[src/rtl/uart_pkg.sv]
// Shared UART definitions: FSM encoding, parity modes and the
// baud divisor helper used by both receiver and transmitter.
package uart_pkg;

  typedef enum logic [2:0] {
    ST_IDLE,
    ST_START,
    ST_DATA,
    ST_PARITY,
    ST_STOP
  } uart_state_e;

  localparam int PARITY_NONE = 0;
  localparam int PARITY_ODD  = 1;
  localparam int PARITY_EVEN = 2;

  function automatic int calc_divisor(
    input int clk_hz,
    input int baud,
    input int os
  );
    return clk_hz / (baud * os);
  endfunction

endpackage

[src/rtl/uart_baud_gen.sv]
// Oversample tick generator: one-clock pulse every DIVISOR clocks,
// restartable so the first tick lines up with a detected start edge.
module uart_baud_gen #(
  parameter int DIVISOR = 651
) (
  input  logic clk,
  input  logic arst_n,
  input  logic reload_i,
  output logic tick_o
);

  localparam int CW = (DIVISOR > 1) ? $clog2(DIVISOR) : 1;

  logic [CW-1:0] cnt_q, cnt_d;

  assign tick_o = (cnt_q == CW'(DIVISOR - 1));

  always_comb begin
    cnt_d = tick_o ? '0 : cnt_q + CW'(1);
    if (reload_i) cnt_d = '0;
  end

  always_ff @(posedge clk or negedge arst_n) begin
    if (!arst_n) cnt_q <= '0;
    else         cnt_q <= cnt_d;
  end

endmodule

[src/rtl/uart_rx_cfg.sv]
// Configurable UART receiver: majority-voted oversampling, optional
// parity, 1/2 stop bits, valid/ready holding register with error flags.
module uart_rx_cfg
  import uart_pkg::*;
#(
  parameter int UART_INPUT_CLK = 100_000_000,
  parameter int baud_rate      = 9600,
  parameter int OVERSAMPLE     = 16,
  parameter int DATA_BITS      = 8,
  parameter int PARITY         = 0,
  parameter int STOP_BITS      = 1,
  parameter int LSB_FIRST      = 0
) (
  input  logic                 clk,
  input  logic                 arst_n,
  input  logic                 rx_en,
  input  logic                 rx,
  output logic                 busy,
  output logic [DATA_BITS-1:0] data,
  output logic                 data_valid,
  input  logic                 data_ready,
  output logic                 parity_err,
  output logic                 frame_err,
  output logic                 break_det,
  output logic                 overrun
);

  localparam int DIVISOR =
    calc_divisor(UART_INPUT_CLK, baud_rate, OVERSAMPLE);
  localparam int TW = $clog2(OVERSAMPLE);
  localparam int BW = $clog2(DATA_BITS + 1);
  localparam int S0 = OVERSAMPLE / 2 - 1;
  localparam int S1 = OVERSAMPLE / 2;
  localparam int S2 = OVERSAMPLE / 2 + 1;

  logic rx_m_q, rx_s_q, rx_p_q;
  logic fall, tick, reload;

  uart_state_e state_q, state_d;
  logic [TW-1:0] tcnt_q, tcnt_d;
  logic [BW-1:0] bcnt_q, bcnt_d;
  logic [1:0] scnt_q, scnt_d;
  logic [1:0] smp_q, smp_d;
  logic [DATA_BITS-1:0] shf_q, shf_d;
  logic perr_q, perr_d;
  logic ferr_q, ferr_d;
  logic zero_q, zero_d;

  logic smp0, smp1, smp2, bit_end, maj, exp_par, done;

  logic dv_q, dv_d, ov_q, ov_d;
  logic pe_q, pe_d, fe_q, fe_d, bk_q, bk_d;
  logic [DATA_BITS-1:0] dat_q, dat_d;
  logic accept;

  always_ff @(posedge clk or negedge arst_n) begin
    if (!arst_n) begin
      rx_m_q <= 1'b1;
      rx_s_q <= 1'b1;
      rx_p_q <= 1'b1;
    end else begin
      rx_m_q <= rx;
      rx_s_q <= rx_m_q;
      rx_p_q <= rx_s_q;
    end
  end

  // A line held low after a break never re-fires: a new edge needs rx_s high first
  assign fall = rx_p_q & ~rx_s_q;

  assign reload = (state_q == ST_IDLE) && (state_d == ST_START);

  uart_baud_gen #(
    .DIVISOR(DIVISOR)
  ) u_baud (
    .clk     (clk),
    .arst_n  (arst_n),
    .reload_i(reload),
    .tick_o  (tick)
  );

  assign smp0    = tick && (tcnt_q == TW'(S0));
  assign smp1    = tick && (tcnt_q == TW'(S1));
  assign smp2    = tick && (tcnt_q == TW'(S2));
  assign bit_end = tick && (tcnt_q == TW'(OVERSAMPLE - 1));
  assign maj     = (smp_q[0] & smp_q[1]) |
                   ((smp_q[0] | smp_q[1]) & rx_s_q);
  assign exp_par = (PARITY == PARITY_EVEN) ? ^shf_q : ~^shf_q;
  assign busy    = (state_q != ST_IDLE);

  always_comb begin
    state_d = state_q;
    tcnt_d  = tcnt_q;
    bcnt_d  = bcnt_q;
    scnt_d  = scnt_q;
    smp_d   = smp_q;
    shf_d   = shf_q;
    perr_d  = perr_q;
    ferr_d  = ferr_q;
    zero_d  = zero_q;
    done    = 1'b0;
    if (tick) begin
      tcnt_d = bit_end ? '0 : tcnt_q + TW'(1);
    end
    if (smp0) smp_d[0] = rx_s_q;
    if (smp1) smp_d[1] = rx_s_q;
    unique case (state_q)
      ST_IDLE: begin
        tcnt_d = '0;
        bcnt_d = '0;
        scnt_d = '0;
        perr_d = 1'b0;
        ferr_d = 1'b0;
        zero_d = 1'b1;
        if (rx_en && fall) state_d = ST_START;
      end
      ST_START: begin
        if (smp2 && maj) state_d = ST_IDLE;
        else if (bit_end) state_d = ST_DATA;
      end
      ST_DATA: begin
        if (smp2) begin
          if (LSB_FIRST != 0) shf_d = {maj, shf_q[DATA_BITS-1:1]};
          else                shf_d = {shf_q[DATA_BITS-2:0], maj};
          bcnt_d = bcnt_q + BW'(1);
          zero_d = zero_q & ~maj;
        end
        if (bit_end && (bcnt_q == BW'(DATA_BITS))) begin
          state_d = (PARITY != PARITY_NONE) ? ST_PARITY : ST_STOP;
        end
      end
      ST_PARITY: begin
        if (smp2) begin
          perr_d = (maj != exp_par);
          zero_d = zero_q & ~maj;
        end
        if (bit_end) state_d = ST_STOP;
      end
      ST_STOP: begin
        if (smp2) begin
          ferr_d = ferr_q | ~maj;
          zero_d = zero_q & ~maj;
          if (scnt_q == 2'(STOP_BITS - 1)) begin
            done    = 1'b1;
            state_d = ST_IDLE;
          end else begin
            scnt_d = scnt_q + 2'd1;
          end
        end
      end
      default: state_d = ST_IDLE;
    endcase
    if (!rx_en) begin
      state_d = ST_IDLE;
      done    = 1'b0;
    end
  end

  always_ff @(posedge clk or negedge arst_n) begin
    if (!arst_n) begin
      state_q <= ST_IDLE;
      tcnt_q  <= '0;
      bcnt_q  <= '0;
      scnt_q  <= '0;
      smp_q   <= '0;
      shf_q   <= '0;
      perr_q  <= 1'b0;
      ferr_q  <= 1'b0;
      zero_q  <= 1'b1;
    end else begin
      state_q <= state_d;
      tcnt_q  <= tcnt_d;
      bcnt_q  <= bcnt_d;
      scnt_q  <= scnt_d;
      smp_q   <= smp_d;
      shf_q   <= shf_d;
      perr_q  <= perr_d;
      ferr_q  <= ferr_d;
      zero_q  <= zero_d;
    end
  end

  assign accept = dv_q & data_ready;

  always_comb begin
    dv_d  = dv_q;
    ov_d  = ov_q;
    dat_d = dat_q;
    pe_d  = pe_q;
    fe_d  = fe_q;
    bk_d  = bk_q;
    if (accept) begin
      dv_d = 1'b0;
      ov_d = 1'b0;
    end
    // A new frame only displaces held data that is leaving this cycle
    if (done) begin
      if (!dv_q || accept) begin
        dv_d  = 1'b1;
        dat_d = shf_q;
        pe_d  = perr_q;
        fe_d  = ferr_q | ~maj;
        bk_d  = zero_q & ~maj;
      end else begin
        ov_d = 1'b1;
      end
    end
  end

  always_ff @(posedge clk or negedge arst_n) begin
    if (!arst_n) begin
      dv_q  <= 1'b0;
      ov_q  <= 1'b0;
      dat_q <= '0;
      pe_q  <= 1'b0;
      fe_q  <= 1'b0;
      bk_q  <= 1'b0;
    end else begin
      dv_q  <= dv_d;
      ov_q  <= ov_d;
      dat_q <= dat_d;
      pe_q  <= pe_d;
      fe_q  <= fe_d;
      bk_q  <= bk_d;
    end
  end

  assign data       = dat_q;
  assign data_valid = dv_q;
  assign parity_err = pe_q;
  assign frame_err  = fe_q;
  assign break_det  = bk_q;
  assign overrun    = ov_q;

endmodule

[config.mk]
export PLATFORM = sky130hd
export DESIGN_NAME = uart_rx_cfg
export DESIGN_NICKNAME = d
export VERILOG_FILES = /design/src/rtl/uart_pkg.sv /design/src/rtl/uart_baud_gen.sv /design/src/rtl/uart_rx_cfg.sv
export SDC_FILE = /design/constraint.sdc
export NUM_CORES = 1
export LEC_CHECK = 0
export CORE_ASPECT_RATIO = 0.75
export CORE_UTILIZATION = 62
export DETAILED_ROUTE_END_ITERATION = 16
export PLACE_DENSITY = 0.94
export SLEW_MARGIN = 30
export SYNTH_ARGS = -nofsm -noshare
export SYNTH_HDL_FRONTEND = slang
export SYNTH_SLANG_ARGS = --single-unit
export TNS_END_PERCENT = 20
[constraint.sdc]
create_clock -name clk -period 3.2 [get_ports clk]
set_input_delay 0.64 -clock clk [delete_from_list [all_inputs] [get_ports clk]]
set_output_delay 0.64 -clock clk [all_outputs]
set_load 0.01 [all_outputs]
# Yosys cells after proc, flatten, opt, wreduce, memory -nomap -nowiden
# Index checks and enable logic that the tools add are counted.
dict set report word_totals {
  regBits 52
  latchBits 0
  ram_bits 0
  rom_bits 0
  inputBits 5
  out_inout_bits 14
  mem_count 0
}
dict set report classes {
  add_sub_neg 4
  n_mul 0
  div_mod_pow 0
  order_cmp 0
  n_eq_ne 17
  n_shift 0
  mux 35
  bitwise_logic 10
  reduce_logical 27
}
# operator n
set ops {}
lappend ops {{2-to-1 mux 3 bit} 8}
lappend ops {{2-to-1 mux 10 bit} 2}
lappend ops {{== test 4 bit, second input constant} 4}
lappend ops {{2-to-1 mux 4 bit} 4}
lappend ops {{one-hot mux 3 bit (5 select lines)} 1}
lappend ops {{2-to-1 mux 1 bit} 13}
lappend ops {{AND reduction 2 bit} 6}
lappend ops {{adder 10 x 1 -> 10 bit, second input constant} 1}
lappend ops {{== test 10 bit, second input constant} 1}
lappend ops {{nonzero test 2 bit} 5}
lappend ops {{adder 4 x 1 -> 4 bit, second input constant} 2}
lappend ops {{logical AND 1 bit} 8}
lappend ops {{!= test 2 bit, second input constant} 4}
lappend ops {{one-hot mux 4 bit (2 select lines)} 1}
lappend ops {{XNOR reduction 8 bit} 1}
lappend ops {{== test 3 x 1 -> 1 bit, second input constant} 2}
lappend ops {{== test 3 x 2 -> 1 bit, second input constant} 2}
lappend ops {{one-hot mux 1 bit (2 select lines)} 3}
lappend ops {{bitwise AND 1 bit} 5}
lappend ops {{== test 4 x 3 -> 1 bit, second input constant} 1}
lappend ops {{2-to-1 mux 2 bit} 2}
lappend ops {{one-hot mux 2 bit (2 select lines)} 1}
lappend ops {{== test 3 bit, second input constant} 1}
lappend ops {{zero test 3 bit} 1}
lappend ops {{11 further kinds} 14}

# Depth between registers and ports, before layout
# Gate-level depths: netlist of run 1.
dict set report logic_depth {
  depth_word 10
  ltp_mapped 7
  ltp_nobuf 6
}

# By module
# Synthesis of run 1 repeated with hierarchy kept, for this count alone.
dict set report hier_totals {
  cells_unflattened 221
  area_unflattened_um2 2573.7
}
# module n_inst cells_per_inst area_per_inst_um2 seq_area_each_um2
set modules_own_cells {}
lappend modules_own_cells {uart_rx_cfg 1 171 2067.0 1056.0}
lappend modules_own_cells {uart_baud_gen 1 50 506.7 250.2}

# Worst setup path before layout of run 1
# Ideal clock, no wire load.
dict set report synth_timing {
  path_kind {register -> register}
  startpoint {reg u_baud.cnt_q[0]}
  endpoint {reg dat_q[1] (netlist: data[1])}
  setup_time_ns 0.125
  t_arrival_ns 1.673
  t_required_ns 3.075
  path_slack_ns 1.403
  path_stages_with_launch 8
  path_buffers 1
  period_less_slack_ns 1.797
  cell_sequence {dfrtp_1 > inv_1 > ha_1 > and2b_1 > nand4_4 > nor3_2 > buf_6 > mux2_2}
}
dict set report synth_via {
  elab_chain_len 6
}
# element line
set synth_lines {}
lappend synth_lines {{from (decl)} uart_baud_gen.sv:14} ;# logic [CW-1:0] cnt_q, cnt_d;
lappend synth_lines {{from (signal assigned)} uart_baud_gen.sv:25} ;# else cnt_q <= cnt_d;
lappend synth_lines {{== test 10 bit} uart_baud_gen.sv:16} ;# assign tick_o = (cnt_q == CW'(DIVISOR - 1));
lappend synth_lines {{logical AND 1 bit} uart_rx_cfg.sv:84} ;# assign smp2 = tick && (tcnt_q == TW'(S2));
lappend synth_lines {{2-to-1 mux 1 bit} uart_rx_cfg.sv:140} ;# if (smp2) begin
lappend synth_lines {{2-to-1 mux 1 bit} uart_rx_cfg.sv:107} ;# unique case (state_q)
lappend synth_lines {{2-to-1 mux 1 bit} uart_rx_cfg.sv:153} ;# if (!rx_en) begin
lappend synth_lines {{AND reduction 2 bit (no line)} n/a}
lappend synth_lines {{to (signal assigned)} uart_rx_cfg.sv:221} ;# dat_q <= dat_d;
lappend synth_lines {{to (decl)} uart_rx_cfg.sv:53} ;# logic [DATA_BITS-1:0] dat_q, dat_d;
# No other way between the ends.
# A chain may end at the register's enable or synchronous reset.

# Worst setup path after layout of run 1
dict set report layout_timing {
  startpoint {reg state_q[1]}
  endpoint {out busy}
}
dict set report layout_via {
  elab_chain_len 1
}
# element line
set layout_lines {}
lappend layout_lines {{from (decl)} uart_rx_cfg.sv:39} ;# uart_state_e state_q, state_d;
lappend layout_lines {{from (signal assigned)} uart_rx_cfg.sv:171} ;# state_q <= state_d;
lappend layout_lines {{nonzero test 3 bit} uart_rx_cfg.sv:89} ;# assign busy = (state_q != ST_IDLE);
lappend layout_lines {{to (decl)} uart_rx_cfg.sv:18} ;# output logic busy,
# No other way between the ends.

==> results of run 1 <==
state kept, by name (all words and copies together) (netlist names):
register,count
bcnt_q,4
break_det,1
data,8
data_valid,1
ferr_q,1
frame_err,1
overrun,1
parity_err,1
perr_q,1
rx_m_q,1
rx_p_q,1
rx_s_q,1
scnt_q,2
shf_q,8
smp_q,2
state_q,3
tcnt_q,4
u_baud.cnt_q,10
zero_q,1
worst max-delay path, stage by stage, from the launching register on:
cell and delay [ns]:
dfrtp_1 0.47, or2_2 0.37, nor2_1 0.35, inv_1 0.20, clkdlybuf4s50_1 0.52
power groups by stage:
stage          registers, W  clock network, W  logic [W]
2_1_floorplan      0.000733                 0  0.0000867
3_3_place_gp       0.000740                 0   0.000116
3_5_place_dp       0.000742                 0   0.000121
4_1_cts            0.000729          0.000396   0.000122
5_1_grt            0.000735          0.000423   0.000139
6_report           0.000730          0.000388   0.000120
per-stage QoR:
| stage | utilization | power, W | worst slack [ns] | area, um^2 | std cells |
|---|---|---|---|---|---|
| after floorplan | - | 0.000820 | 1.40 | 2550 | 230 |
| after global placement | 0.730 | 0.000855 | 0.783 | 2780 | 297 |
| after detailed placement | 0.730 | 0.000863 | 0.678 | 2780 | 297 |
| after CTS | 0.755 | 0.00125 | 0.329 | 2870 | 305 |
| after global routing | 0.755 | 0.00130 | 0.249 | 2870 | 305 |
| final | 0.755 | 0.00124 | 0.336 | 2870 | 305 |
worst paths after layout:
check,endpoint,slack (ns),cells after the start
worst max register to register,shf_q[1]$_DFFE_PN0P_,1.10,6
worst min-delay path,frame_err$_DFFE_PN0P_,0.34,1
max in group asynchronous,rx_p_q$_DFF_PN1_,2.05,2
worst min register to register,rx_s_q$_DFF_PN1_,0.36,0
worst max-delay path,busy,0.34,4
min in group clk,rx_s_q$_DFF_PN1_,0.36,0
cell usage after synthesis, drive strengths merged, types with 2 or more instances:
cell    count  area (um^2)
inv        19         71.3
nor3        7         40.0
nand2b      2         12.5
o21ai       9         45.0
nand3       9         50.1
and3        3         18.8
clkbuf      2         7.51
ha          8          100
nand4       4         40.0
dfstp       4          105
nor4        3         18.8
mux2i       7         70.1
buf         3         21.3
or3         4         26.3
dfrtp      48         1200
xnor2      12          105
nand2      12         45.0
xor2        3         26.3
a31oi       2         12.5
mux2       18          203
nor3b       3         33.8
nor2       19         71.3
a21oi       6         30.0
or4         3         22.5
o211ai      5         37.5
area by class of cell:
class,instances,share of cell area
Inverter,19,0.0248
Clock inverter,3,0.00959
Sequential cell,52,0.455
Clock buffer,5,0.0240
Tap cell,52,0.0227
Multi-Input combinational cell,154,0.398
Timing Repair Buffer,20,0.0662
routing by layer:
layer | vias up | track usage
met1 | 895 | 0.350
met4 | 0 | 0.0989
met3 | 7 | 0.0592
met2 | 50 | 0.418
met5 | - | 0
li1 | 840 | -
cell families (layout without fill, tap and decap cells):
group | Yosys count | count (layout) | share of synthesized area
and+or+nand+nor | 77 | 77 | 0.174
xor gates and xnor gates | 16 | 16 | 0.0604
DFF | 52 | 52 | 0.513
adders and majority gates | 8 | 8 | 0.0393
muxes | 25 | 25 | 0.107
buffers and inverters | 24 | 47 | 0.0393
AOI/OAI and AO/OA | 28 | 28 | 0.0673
==> flow_summary.json, run 1 <==
{
  "cts_buffers": 5,
  "post_cts_resized": 0,
  "hold_path_class": "in2async",
  "synth_cells": 230,
  "track_usage": 0.260,
  "cts_tree": "yes",
  "postRouteAntennaNets": 0,
  "rows": 19,
  "outcome": "finished clean",
  "nets": 265,
  "ctsHoldBuffers": 0,
  "cp_data_arrival_time_ns": 2.22,
  "dp_hpwl_um": 3470,
  "dr.pass1.iters": 4,
  "skew_ns": 0.00875,
  "worst-slew-pin-transition_ns": 0.654,
  "finalSetupViolations": 0,
  "mostFrequentLayoutCells": "dfrtp_1, inv_1, nor2_1",
  "setup_tns_ns": 0,
  "core_area_um2": 3800,
  "drt-met1-wl_um": 2290,
  "cts_root_buf": "clkbuf_8",
  "wl_met3_um": 238,
  "regArea_um2": 1310,
  "wl_met2_um": 2370,
  "grt_max_degree": 31,
  "r2r-start": "u_baud.cnt_q[0]$_DFF_PN0_",
  "numClockSinks": 52,
  "fillCellCount": 240,
  "diodes": 0,
  "synth_area_um2": 2550,
  "syn-num-nets": 243,
  "crit_start": "state_q[1]$_DFF_PN0_",
  "vias_per_cell": 5.88,
  "top_layer_used": "met4",
  "cts_buffer_depth": 2,
  "ys_seq_elements": 52,
  "period_share": 0.895,
  "syn_area_per_cell_um2": 11.1,
  "insertion_delay_ns": 0.31,
  "drive_above_1_share": 0.154,
  "rsz0062_at_grt": "no",
  "start_util": 0.670,
  "grt_pass1_vias": 1767,
  "combPwrFrac": 0.097,
  "ys_seq_area_frac": 0.513,
  "path_clk_slew_ns": 0.10,
  "die_w_um": 76.0,
  "finalHoldViolCount": 0,
  "criticalPathCategory": "reg2out",
  "slew_headroom": 0.560,
  "cp.required_ns": 2.56,
  "async_flop_share": 1.00,
  "multi_input_area_um2": 1140,
  "net-switching-power_w": 0.000337,
  "mostFrequentLayoutCell": "dfrtp_1",
  "seq_power_share": 0.589,
  "leakage_nw": 1.29,
  "drt-wirelength-per-cell_um": 16.2,
  "cts_setup_buffers": 0,
  "die_area_um2": 4370,
  "drv_slew": 0,
  "route.detailed.drc": 0,
  "die_h_um": 57.5,
  "internal_power_w": 0.000901,
  "grt.overflow.total": 0,
  "synth-main-ff-cell": "dfrtp_1",
  "drt_iter0_markers": 115,
  "area_delta_synth_final_pct": 12.7,
  "cp-end-kind": "primary output",
  "min_period_ns": 2.86,
  "antenna_found_initial": 0,
  "vdd_drop_max_v": 0.000315,
  "max_freq_ghz": 0.349,
  "cp-start-kind": "flop",
  "gp_congestion": 0.772,
  "yosys_warnings": 0,
  "power.density_nw_per_um2": 431,
  "whs_ns": 0.344,
  "portBuffers": 18,
  "pwr-share-clk": 0.314,
  "finalWirelength_um": 4960,
  "crit_fanout": 9,
  "pin_count": 19,
  "cts.htree.levels": 2,
  "ys_types": 48,
  "grt_pass1_wl_um": 8610,
  "switching_share": 0.272,
  "via_count": 1792,
  "max_cap_viol_count": 0,
  "synth_edf_count": 0
}
Note: power is estimated with default switching activity, not from simulation.
==> inputs of run 2 (changes only) <==
- CORE_UTILIZATION: 62 -> 58
- PLACE_DENSITY: 0.94 -> 0.89
- clock period: 3.2 -> 2.67 ns (I/O delays scaled with it)
==> flow_summary.json, run 2 (same netlist as run 1, synthesis figures left out) <==
{
  "area_delta_synth_final_pct": 13.5,
  "switching_share": 0.261,
  "cp-start-kind": "flop",
  "cts_root_buf": "clkbuf_8",
  "cp.required_ns": 2.14,
  "max_cap_viol_count": 0,
  "criticalPathCategory": "reg2out",
  "grt_pass1_wl_um": 8130,
  "drv_slew": 0,
  "post_cts_resized": 0,
  "combPwrFrac": 0.096,
  "grt_pass1_vias": 1673,
  "path_cells": "or2_2 -> nor2_1 -> inv_1 -> clkdlybuf4s50_1",
  "die_area_um2": 4670,
  "max_freq_ghz": 0.404,
  "finalHoldViolCount": 0,
  "cts_setup_buffers": 0,
  "mostFrequentLayoutCells": "dfrtp_1, inv_1, nor2_1",
  "die_h_um": 59.4,
  "core_area_um2": 4130,
  "finalSetupViolations": 0,
  "rsz0062_at_grt": "no",
  "mostFrequentLayoutCell": "dfrtp_1",
  "grtUsageMet2": 0.363,
  "period_share": 0.927,
  "r2r_cells": 7,
  "outcome": "finished clean",
  "drt-wirelength-per-cell_um": 15.9,
  "pin_count": 19,
  "fin_cells": 310,
  "skew_ns": 0.0101,
  "vias_per_cell": 5.78,
  "drt_iter0_markers": 153,
  "cp-end-kind": "primary output",
  "cts_buffers": 5,
  "cts_tree": "yes",
  "internal_power_w": 0.00110,
  "insertion_delay_ns": 0.30,
  "leakage_nw": 1.30,
  "net-switching-power_w": 0.000388,
  "gp_congestion": 0.779,
  "cp_data_arrival_time_ns": 1.94,
  "track_usage": 0.232,
  "slew_headroom": 0.577,
  "largest_reg_flops": 10,
  "dr.pass1.iters": 4,
  "finalWirelength_um": 4940,
  "met1_usage": 0.334,
  "seq_power_share": 0.588,
  "cts_buffer_depth": 2,
  "hold_path_class": "in2async",
  "diodes": 0,
  "min_period_ns": 2.47,
  "drive_above_1_share": 0.161,
  "grt_max_degree": 53,
  "cpPeakStageDelay_ns": 0.50,
  "antenna_found_initial": 0,
  "top_register": "u_baud.cnt_q",
  "cpMaxStageDelayCell": "clkdlybuf4s50_1",
  "crit_fanout": 9,
  "postRouteAntennaNets": 0,
  "rows": 20,
  "portBuffers": 18,
  "nets": 267,
  "setup_slack_ns": 0.196,
  "vdd_drop_max_v": 0.000352,
  "dp_hpwl_um": 3440,
  "grt-busiest-layer": "met2",
  "via_count": 1791,
  "dp_worst_setup_slack_ns": 0.553,
  "dp_cells": 302,
  "route.detailed.drc": 0,
  "grt.overflow.total": 0,
  "setup_tns_ns": 0,
  "worst-slew-pin-transition_ns": 0.634,
  "ctsHoldBuffers": 0,
  "cts.htree.levels": 2,
  "power.density_nw_per_um2": 514,
  "total_power_w": 0.00149,
  "die_w_um": 78.5,
  "path_clk_slew_ns": 0.09,
  "numClockSinks": 52,
  "start_util": 0.617,
  "pwr-share-clk": 0.316,
  "grtUsageMet3": 0.0508
}
## run 2: metal layers
layer	routed length, um	vias to the layer above
met1	2320	895
met4	50	0
met5	0	-
li1	-	841
met3	256	8
met2	2320	47
## run 2: layout make-up
class | count | area [um^2]
clock buffers | 6 | 82.6
clock inverters | 2 | 15.0
inverters | 19 | 71.3
repair buffers | 22 | 205
flip-flops and latches | 52 | 1310
fillers | 284 | 1240
multi-input cells | 154 | 1140
well taps | 55 | 68.8
## run 2: critical path, delay by kind of cell (launching register included)
kind / cells / cell delay, ns
buffers and inverters: 2 / 0.63
and+or+nand+nor: 2 / 0.55
DFF: 1 / 0.47
## run 2: power groups by stage
stage	clock network [W]	registers, W	logic (W)
floorplan	0	0.000879	0.000104
global placement	0	0.000887	0.000141
detailed placement	0	0.000889	0.000145
CTS	0.000472	0.000874	0.000146
global route	0.000498	0.000880	0.000166
finish	0.000470	0.000874	0.000143
## run 2: metrics by stage
stage | area [um^2] | util | hold slack (ns)
floorplan | 2550 | - | 0.238
global placement | 2790 | 0.677 | 0.346
detailed placement | 2790 | 0.677 | 0.349
CTS | 2890 | 0.700 | 0.360
global route | 2890 | 0.700 | 0.370
finish | 2890 | 0.700 | 0.319
## run 2: final timing paths
check                                           from              endpoint  slack [ns]
max                             state_q[1]$_DFF_PN0_                  busy        0.20
min                                           arst_n   data[6]$_DFFE_PN0P_        0.32
max reg2reg                u_baud.cnt_q[0]$_DFF_PN0_   data[6]$_DFFE_PN0P_        0.58
min reg2reg                         rx_m_q$_DFF_PN1_      rx_s_q$_DFF_PN1_        0.37
max in group asynchronous                     arst_n  smp_q[1]$_DFFE_PN0P_        1.92
min in group clk                    rx_m_q$_DFF_PN1_      rx_s_q$_DFF_PN1_        0.37
==> inputs of run 3 (changes only) <==
- CTS_CLUSTER_SIZE: not set -> 8
- RECOVER_POWER: not set -> 25
==> flow_summary.json, run 3 (same netlist as run 1, synthesis figures left out) <==
{
  "outcome": "finished clean",
  "cp-end-kind": "primary output",
  "period_share": 0.930,
  "grt_pass1_vias": 1673,
  "crit_fanout": 9,
  "hold_path_class": "reg2reg",
  "rows": 20,
  "min_period_ns": 2.48,
  "dp_cells": 302,
  "antenna_found_initial": 0,
  "slew_headroom": 0.171,
  "post_cts_resized": 0,
  "worst-slew-pin-transition_ns": 1.24,
  "finalSetupViolations": 0,
  "diodes": 0,
  "grt.overflow.total": 0,
  "ctsHoldBuffers": 0,
  "dr.pass1.iters": 4,
  "criticalPathCategory": "reg2out",
  "drive_above_1_share": 0.157,
  "drv_slew": 0,
  "pin_count": 19,
  "cts_buffer_depth": 2,
  "insertion_delay_ns": 0.30,
  "max_freq_ghz": 0.403,
  "drt_iter0_markers": 140,
  "nets": 267,
  "mostFrequentLayoutCells": "dfrtp_1, inv_1, nor2_1",
  "portBuffers": 18,
  "power.density_nw_per_um2": 512,
  "area_delta_synth_final_pct": 13.4,
  "skew_ns": 0.00549,
  "rsz0062_at_grt": "no",
  "drt-met1-wl_um": 2280,
  "cp.required_ns": 2.14,
  "fillCellCount": 285,
  "postRouteAntennaNets": 0,
  "cpPeakStageDelay_ns": 0.50,
  "track_usage": 0.232,
  "ff2ff_setup_slack_ns": 0.58,
  "cpMaxStageDelayCell": "clkdlybuf4s50_1",
  "fin_cells": 310,
  "top_layer_used": "met4",
  "leakage_nw": 1.30,
  "path_clk_slew_ns": 0.09,
  "grt_pass1_wl_um": 8130,
  "finalHoldViolCount": 0,
  "max_cap_viol_count": 0,
  "die_area_um2": 4670,
  "dp_worst_setup_slack_ns": 0.553,
  "via_count": 1810,
  "cts_root_buf": "clkbuf_8",
  "vias_per_cell": 5.84,
  "gp_congestion": 0.779,
  "dp_hpwl_um": 3440,
  "route.detailed.drc": 0,
  "cp-start-kind": "flop",
  "die_w_um": 78.5,
  "setup_tns_ns": 0,
  "cts.htree.levels": 2,
  "crit_buf_inv": 2,
  "cts_buffers": 5,
  "cts_tree": "yes",
  "setup_slack_ns": 0.186,
  "numClockSinks": 52,
  "vdd_drop_max_v": 0.000341,
  "largest_reg_flops": 10,
  "cts_setup_buffers": 0,
  "cp_data_arrival_time_ns": 1.95,
  "start_util": 0.617,
  "wl_met3_um": 265,
  "core_area_um2": 4130,
  "wl_met2_um": 2330,
  "grt_max_degree": 53,
  "path_cells": "or2_2 -> nor2_1 -> inv_1 -> clkdlybuf4s50_1",
  "cp_top_family": "buffers and inverters",
  "drt-wirelength-per-cell_um": 15.8,
  "finalWirelength_um": 4910,
  "die_h_um": 59.4,
  "mostFrequentLayoutCell": "dfrtp_1",
  "top_register": "u_baud.cnt_q"
}
## run 3: cell count changes in the layout (fill, tap and decap cells not counted)
cell             before  now
dfstp_2               4    3
clkbuf_2              0    1
clkdlybuf4s50_1      17   16
dfstp_1               0    1
buf_4                 4    3
dlygate4sd3_1         0    1
## run 3: area by class of cell
cell class	instances	area (um^2)	area share
multi-input cells	154	1140	0.395
clock inverters	2	15.0	0.00520
repair buffers	22	203	0.0702
flip-flops and latches	52	1310	0.452
well taps	55	68.8	0.0238
clock buffers	6	82.6	0.0286
inverters	19	71.3	0.0247
## run 3: routing by layer
layer	vias up	global-route usage
met3	6	0.0508
met5	-	0
li1	844	-
met2	63	0.363
met1	897	0.334
met4	0	0.0476
## run 3: per-stage QoR
| stage | utilization | total power (W) | hold slack, ns | instance area, um^2 |
|---|---|---|---|---|
| final | 0.700 | 0.00148 | 0.371 | 2890 |
| after global routing | 0.700 | 0.00154 | 0.376 | 2890 |
| after CTS | 0.700 | 0.00149 | 0.360 | 2890 |
| after detailed placement | 0.677 | 0.00103 | 0.349 | 2790 |
| after global placement | 0.677 | 0.00103 | 0.346 | 2790 |
| after floorplan | - | 0.000983 | 0.238 | 2550 |
## run 3: worst paths after layout
path	from	endpoint	cells after the start
min in group asynchronous	arst_n	data[7]$_DFFE_PN0P_	2
worst max-delay path	state_q[1]$_DFF_PN0_	busy	4
worst min register to register	rx_m_q$_DFF_PN1_	rx_s_q$_DFF_PN1_	0
worst min-delay path	rx_m_q$_DFF_PN1_	rx_s_q$_DFF_PN1_	0
max in group asynchronous	arst_n	u_baud.cnt_q[1]$_DFF_PN0_	2
worst max register to register	u_baud.cnt_q[0]$_DFF_PN0_	data[6]$_DFFE_PN0P_	7
## run 3: power by group
group | leakage [nW] | switching [W] | internal (W)
clock network | 0.0434 | 0.000252 | 0.000210
registers | 0.694 | 0.0000481 | 0.000826
logic | 0.559 | 0.0000802 | 0.0000626
total | 1.30 | 0.000380 | 0.00110
